--- config.mk ---
export PLATFORM = sky130hd
export DESIGN_NAME = ysyx_22050550_mdu
export DESIGN_NICKNAME = d
export VERILOG_FILES = /design/src/rtl/ysyx_22050550_mdu.sv
export SDC_FILE = /design/constraint.sdc
export NUM_CORES = 2
export LEC_CHECK = 0
export CORE_ASPECT_RATIO = 1.5
export CORE_MARGIN = 2
export CORE_UTILIZATION = 25
export CTS_BUF_LIST = sky130_fd_sc_hd__clkbuf_8
export CTS_CLUSTER_DIAMETER = 50
export DETAILED_ROUTE_END_ITERATION = 10
export GPL_ROUTABILITY_DRIVEN = 0
export HOLD_SLACK_MARGIN = 0.15
export PLACE_DENSITY = 0.43
export RECOVER_POWER = 25
export SYNTH_ARGS = -nofsm -noshare
export SYNTH_HDL_FRONTEND = slang
export SYNTH_SLANG_ARGS = --single-unit
export TNS_END_PERCENT = 50
--- constraint.sdc ---
create_clock -name clock -period 16.51 [get_ports clock]
set_clock_uncertainty 0.1 [all_clocks]
set_input_delay 3.302 -clock clock [delete_from_list [all_inputs] [get_ports clock]]
set_output_delay 3.302 -clock clock [all_outputs]
set_load 0.03 [all_outputs]
--- src/rtl/ysyx_22050550_mdu.sv ---
// ysyx_22050550_mdu: iterative RISC-V M-extension multiply/divide unit, STEP bits per cycle.
// Define YSYX_22050550_MDU_FASTPATH_EN to finish x/0, MIN/-1 and x*0 immediately after acceptance.
module ysyx_22050550_mdu #(
  parameter int XLEN = 64,
  parameter int STEP = 1
) (
  input  logic            clock,
  input  logic            reset,
  input  logic            io_in_valid,
  output logic            io_in_ready,
  input  logic [2:0]      io_in_op,
  input  logic            io_in_word,
  input  logic [XLEN-1:0] io_in_src1,
  input  logic [XLEN-1:0] io_in_src2,
  input  logic            io_flush,
  output logic            io_out_valid,
  input  logic            io_out_ready,
  output logic [XLEN-1:0] io_out_result
);
  localparam int CW = $clog2(XLEN / STEP + 1);
  typedef enum logic [1:0] {IDLE, BUSY, DONE} state_e;
  state_e            state_q;
  logic [CW-1:0]     cnt_q;
  logic [2*XLEN-1:0] acc_q, acc_d, mc_q, mc_d, prod;
  logic [XLEN-1:0]   mr_q, mr_d, rem_q, rem_d, quo_q, quo_d, dvs_q, res_q, res_d;
  logic [XLEN-1:0]   a_ext, b_ext, mag_a, mag_b, quot, remd, raw;
  logic [XLEN:0]     t;
  logic [2:0]        op_q;
  logic              wd_q, sgn_q, rneg_q, dz_q;
  logic              wd, s1, s2, neg_a, neg_b, dz, fire, fast;

  function automatic logic [XLEN-1:0] fin(input logic [XLEN-1:0] x, input logic w);
    return w ? XLEN'($signed(x[31:0])) : x;
  endfunction

  assign wd    = io_in_word && (XLEN == 64);
  assign s1    = io_in_op inside {3'd0, 3'd1, 3'd2, 3'd4, 3'd6};
  assign s2    = io_in_op inside {3'd0, 3'd1, 3'd4, 3'd6};
  assign a_ext = wd ? (s1 ? XLEN'($signed(io_in_src1[31:0])) : XLEN'(io_in_src1[31:0])) : io_in_src1;
  assign b_ext = wd ? (s2 ? XLEN'($signed(io_in_src2[31:0])) : XLEN'(io_in_src2[31:0])) : io_in_src2;
  assign neg_a = s1 && a_ext[XLEN-1];
  assign neg_b = s2 && b_ext[XLEN-1];
  assign mag_a = neg_a ? -a_ext : a_ext;
  assign mag_b = neg_b ? -b_ext : b_ext;
  assign dz    = b_ext == '0;

  assign io_in_ready   = !io_flush && (state_q == IDLE || (state_q == DONE && io_out_ready));
  assign fire          = io_in_valid && io_in_ready;
  assign io_out_valid  = state_q == DONE;
  assign io_out_result = res_q;

`ifdef YSYX_22050550_MDU_FASTPATH_EN
  logic [XLEN-1:0] lim, fres;
  logic            ov;
  assign lim  = wd ? XLEN'(1) << 31 : XLEN'(1) << (XLEN - 1);
  assign ov   = io_in_op[2] && !io_in_op[0] && neg_a && mag_a == lim && b_ext == '1;
  assign fast = io_in_op[2] ? (dz || ov) : (a_ext == '0 || b_ext == '0);
  assign fres = fin(io_in_op[2] ? (io_in_op[1] ? (dz ? a_ext : '0) : (dz ? '1 : a_ext)) : '0, wd);
`else
  assign fast = 1'b0;
`endif

  // Both datapaths advance every cycle; op_q picks which one feeds the result.
  always_comb begin
    acc_d = acc_q;
    mc_d  = mc_q;
    mr_d  = mr_q;
    rem_d = rem_q;
    quo_d = quo_q;
    t     = '0;
    for (int i = 0; i < STEP; i++) begin
      acc_d = mr_d[0] ? acc_d + mc_d : acc_d;
      mc_d  = mc_d << 1;
      mr_d  = mr_d >> 1;
      t     = {rem_d, quo_d[XLEN-1]};
      quo_d = {quo_d[XLEN-2:0], t >= {1'b0, dvs_q}};
      rem_d = t >= {1'b0, dvs_q} ? XLEN'(t - {1'b0, dvs_q}) : t[XLEN-1:0];
    end
  end

  assign prod  = sgn_q ? -acc_d : acc_d;
  assign quot  = dz_q ? '1 : (sgn_q ? -quo_d : quo_d);
  assign remd  = rneg_q ? -rem_d : rem_d;
  assign raw   = op_q[2] ? (op_q[1] ? remd : quot)
                         : ((op_q == 3'd0 || wd_q) ? prod[XLEN-1:0] : prod[2*XLEN-1:XLEN]);
  assign res_d = fin(raw, wd_q);

  always_ff @(posedge clock or negedge reset) begin
    if (!reset) begin
      state_q <= IDLE;
      cnt_q   <= '0;
      res_q   <= '0;
      acc_q   <= '0;
      mc_q    <= '0;
      mr_q    <= '0;
      rem_q   <= '0;
      quo_q   <= '0;
      dvs_q   <= '0;
      op_q    <= '0;
      wd_q    <= 1'b0;
      sgn_q   <= 1'b0;
      rneg_q  <= 1'b0;
      dz_q    <= 1'b0;
    end else if (io_flush) begin
      state_q <= IDLE;
      cnt_q   <= '0;
    end else if (fire) begin
      state_q <= fast ? DONE : BUSY;
      cnt_q   <= wd ? CW'(32 / STEP) : CW'(XLEN / STEP);
      op_q    <= io_in_op;
      wd_q    <= wd;
      sgn_q   <= neg_a ^ neg_b;
      rneg_q  <= neg_a;
      dz_q    <= dz;
      acc_q   <= '0;
      mc_q    <= {{XLEN{1'b0}}, mag_a};
      mr_q    <= mag_b;
      dvs_q   <= mag_b;
      rem_q   <= '0;
      quo_q   <= wd ? mag_a << (XLEN - 32) : mag_a;
`ifdef YSYX_22050550_MDU_FASTPATH_EN
      if (fast) res_q <= fres;
`endif
    end else if (state_q == BUSY) begin
      acc_q <= acc_d;
      mc_q  <= mc_d;
      mr_q  <= mr_d;
      rem_q <= rem_d;
      quo_q <= quo_d;
      cnt_q <= cnt_q - 1'b1;
      if (cnt_q == CW'(1)) begin
        state_q <= DONE;
        res_q   <= res_d;
      end
    end else if (state_q == DONE && io_out_ready) begin
      state_q <= IDLE;
    end
  end
endmodule

==> flow_summary.ini <==
[clock_tree]
max-clock-path-buffers = 3
cts_setup_buffers = 0
ctsHoldBuffers = 0
root_buffer = clkbuf_8
clock_sinks = 592
clk_pin_slew_ns = 0.06
clk_latency_ns = 0.92
cts_buffers = 120
h-tree-depth = 3
cts_tree = yes
cts_resized = 0

[critical_path]
path_cells = clkbuf_1 > clkbuf_1 > buf_4 > buf_4
end_kind = async pin
rr_worst_depth = 24
rrSetupSlack_ns = 8.00
rr_startpoint = rem_q[52]
max_stage_delay_ns = 3.16
worstSetupPathType = input pin to async pin
crit_required_ns = 17.29
crit_path_max_fanout = 69
critPathLaunch = reset
cpMaxStageDelayCell = clkbuf_1
crit_end = dvs_q[8]
r2r-end = io_out_result[50]
startpoint_type = input pin
arrival_ns = 11.29

[global_routing]
grt_use_total_pct = 28.2
grt_pass1_vias = 61213
overflow = 0
grt_max_degree = 155
antenna_found_initial = 36
grt_pass1_wl_mm = 461

[power_and_ir_drop]
powerDensity_nw_per_um2 = 192
p_leak_nw = 24.8
power_mw = 12.2
max-vdd-ir-drop_mv = 0.0897

[die]
io_pins = 203
core_um2 = 220000
die-width_um = 388
start_util_pct = 25.2
die_height_um = 581
die-area_um2 = 225000
num_rows = 211

[finish]
final_nets = 7835
final_cells = 10488
nFillCells = 24420
drive_gt1_share_pct = 6.91
layout.cells.most_common = nand2_1
layout_common_cells = 929 x nand2_1, 780 x o21ai_0, 631 x a21oi_1
area_delta_synth_final_pct = 14.1

[routing]
antenna_left = 0
drc = 0
drt_wl_total_mm = 329
avgViaCountPerCell = 6.02
vias = 63093
firstDrtPassIters = 9
routedWlPerCell_um = 31.4
drt-initial-drc-count = 6245

[job]
cap_violations = 8

[timing]
maxSlewViolCount = 301
fmax_ghz = 0.0951
fin_crit_ns = 10.51
finalCritPeriodShare_pct = 63.7
max_slew.worst_pin.slew_ns = 4.64
rsz0062_at_grt = no
hold_viol_final = 0
max_slew_margin_pct = -209
tns_ns = 0
finalSetupViolCount = 0

[yosys]
syn_nets = 7848
synthTopCellsByArea = dfrtp_1 27%, o21ai_0 7.1%, nand2_1 6.3%
yosysTopAreaCellShare_pct = 26.7
synth_ff_type = dfrtp_1
syn_area_um2 = 55400
ys_ff_latch = 592
syn_avg_cell_area_um2 = 7.38
synthCells = 7511
synth_edf_count = 0
async_flop_share_pct = 100
ys_types = 107
yosysTopAreaCell = dfrtp_1
ys_seq_area_share_pct = 26.7
yosysWarnings = 0

[hold_path]
min_path_type = flop to flop

[placement]
dp.cells = 10246
hpwlAfterDp_mm = 258
port_buffers = 202

[run_status]
violations = max-capacitance violations, max-slew violations
status = finished with violations
-- through the flow --
stage | hold slack [ns] | util, % | setup slack, ns | area, µm²
global route | 0.411 | 28.7 | 4.82 | 63200
detailed placement | 0.356 | 27.4 | 7.76 | 60400
CTS | 0.369 | 28.7 | 7.75 | 63200
floorplan | 0.349 | - | 8.66 | 55400
finish | 0.363 | 28.7 | 6.00 | 63200
global placement | 0.358 | 27.4 | 7.79 | 60400
-- state kept, by name, indices dropped and copies added, names as in the netlist --
name           count
mc_q             128
rneg_q             1
state_q            2
cnt_q              7
rem_q             64
dvs_q             64
io_out_result     64
sgn_q              1
acc_q            128
quo_q             64
dz_q               1
wd_q               1
mr_q              64
op_q               3
-- cells by family (layout without fill, tap and decap cells) --
logic type,Yosys count,after routing,share of synthesized area [%]
other,0,13,0
flip-flops,592,592,26.7
AO/OA/AOI/OAI,2578,2578,29.5
adder cells (fa/ha/maj),200,200,4.54
AND/OR/NAND/NOR,2951,2951,25.7
multiplexers,171,171,3.15
XOR/XNOR,363,363,5.74
buffers and inverters,656,745,4.61
-- Yosys cell counts (all sizes together) (27+ instances only) --
cell type and instances:
nor2 629, o21bai 32, a211oi 91, or3 98, and3 82, or2 45, o21a 68, ha 198
nand2b 47, nor3 235, nand2 935, a21oi 639, a21boi 27, a22oi 62, xnor2 189, o22ai 59
mux2i 152, nor2b 49, a21o 91, inv 150, or4 48, o31ai 92, nand4 167, and4 62
a31oi 131, o41ai 39, nand3 349, o211ai 61, and2 47, dfrtp 592, xor2 174, buf 95
a211o 29, clkbuf 411, a221o 27, nor4 88, o21ai 802, a221oi 57
-- power by group --
group	switching (mW)	total (mW)	internal, mW
clock network	0.803	1.81	1.01
logic	5.43	7.80	2.37
registers	0.681	2.55	1.87
total	6.91	12.2	5.25
-- layout make-up --
class / count / area (µm²) / share of cell area (%)
Antenna cell: 13 / 32.5 / 0.0514
Clock buffer: 145 / 2000 / 3.16
Clock inverter: 79 / 771 / 1.22
Inverter: 150 / 566 / 0.894
Multi-Input combinational cell: 6263 / 38100 / 60.3
Sequential cell: 592 / 14800 / 23.4
Tap cell: 2875 / 3600 / 5.69
Timing Repair Buffer: 371 / 3320 / 5.25
-- worst max-delay path, delay by kind of cell --
| family | cells | cell delay (ns) |
|---|---|---|
| buffers and inverters | 4 | 7.62 |
-- worst min path at each step --
stage                 startpoint                 to  slack, ns  depth (start not counted)
3_5_place_dp   io_out_result[25]  io_out_result[25]       0.36                          2
5_1_grt        io_out_result[30]  io_out_result[30]       0.41                          2
4_1_cts        io_out_result[25]  io_out_result[25]       0.37                          2
3_3_place_gp   io_out_result[25]  io_out_result[25]       0.36                          2
2_1_floorplan           mr_q[63]           mr_q[63]       0.35                          1
6_report       io_out_result[25]  io_out_result[25]       0.36                          2
-- per-layer routing --
| metal | vias up | part of all wire [%] | GRT usage (%) |
|---|---|---|---|
| met5 | - | 0.075 | 0 |
| met4 | 38 | 12 | 27.6 |
| li1 | 28076 | - | - |
| met1 | 30693 | 34 | 28.5 |
| met2 | 3118 | 47 | 47.2 |
| met3 | 1168 | 7.4 | 6.63 |
Note: power is estimated with default switching activity, not from simulation.
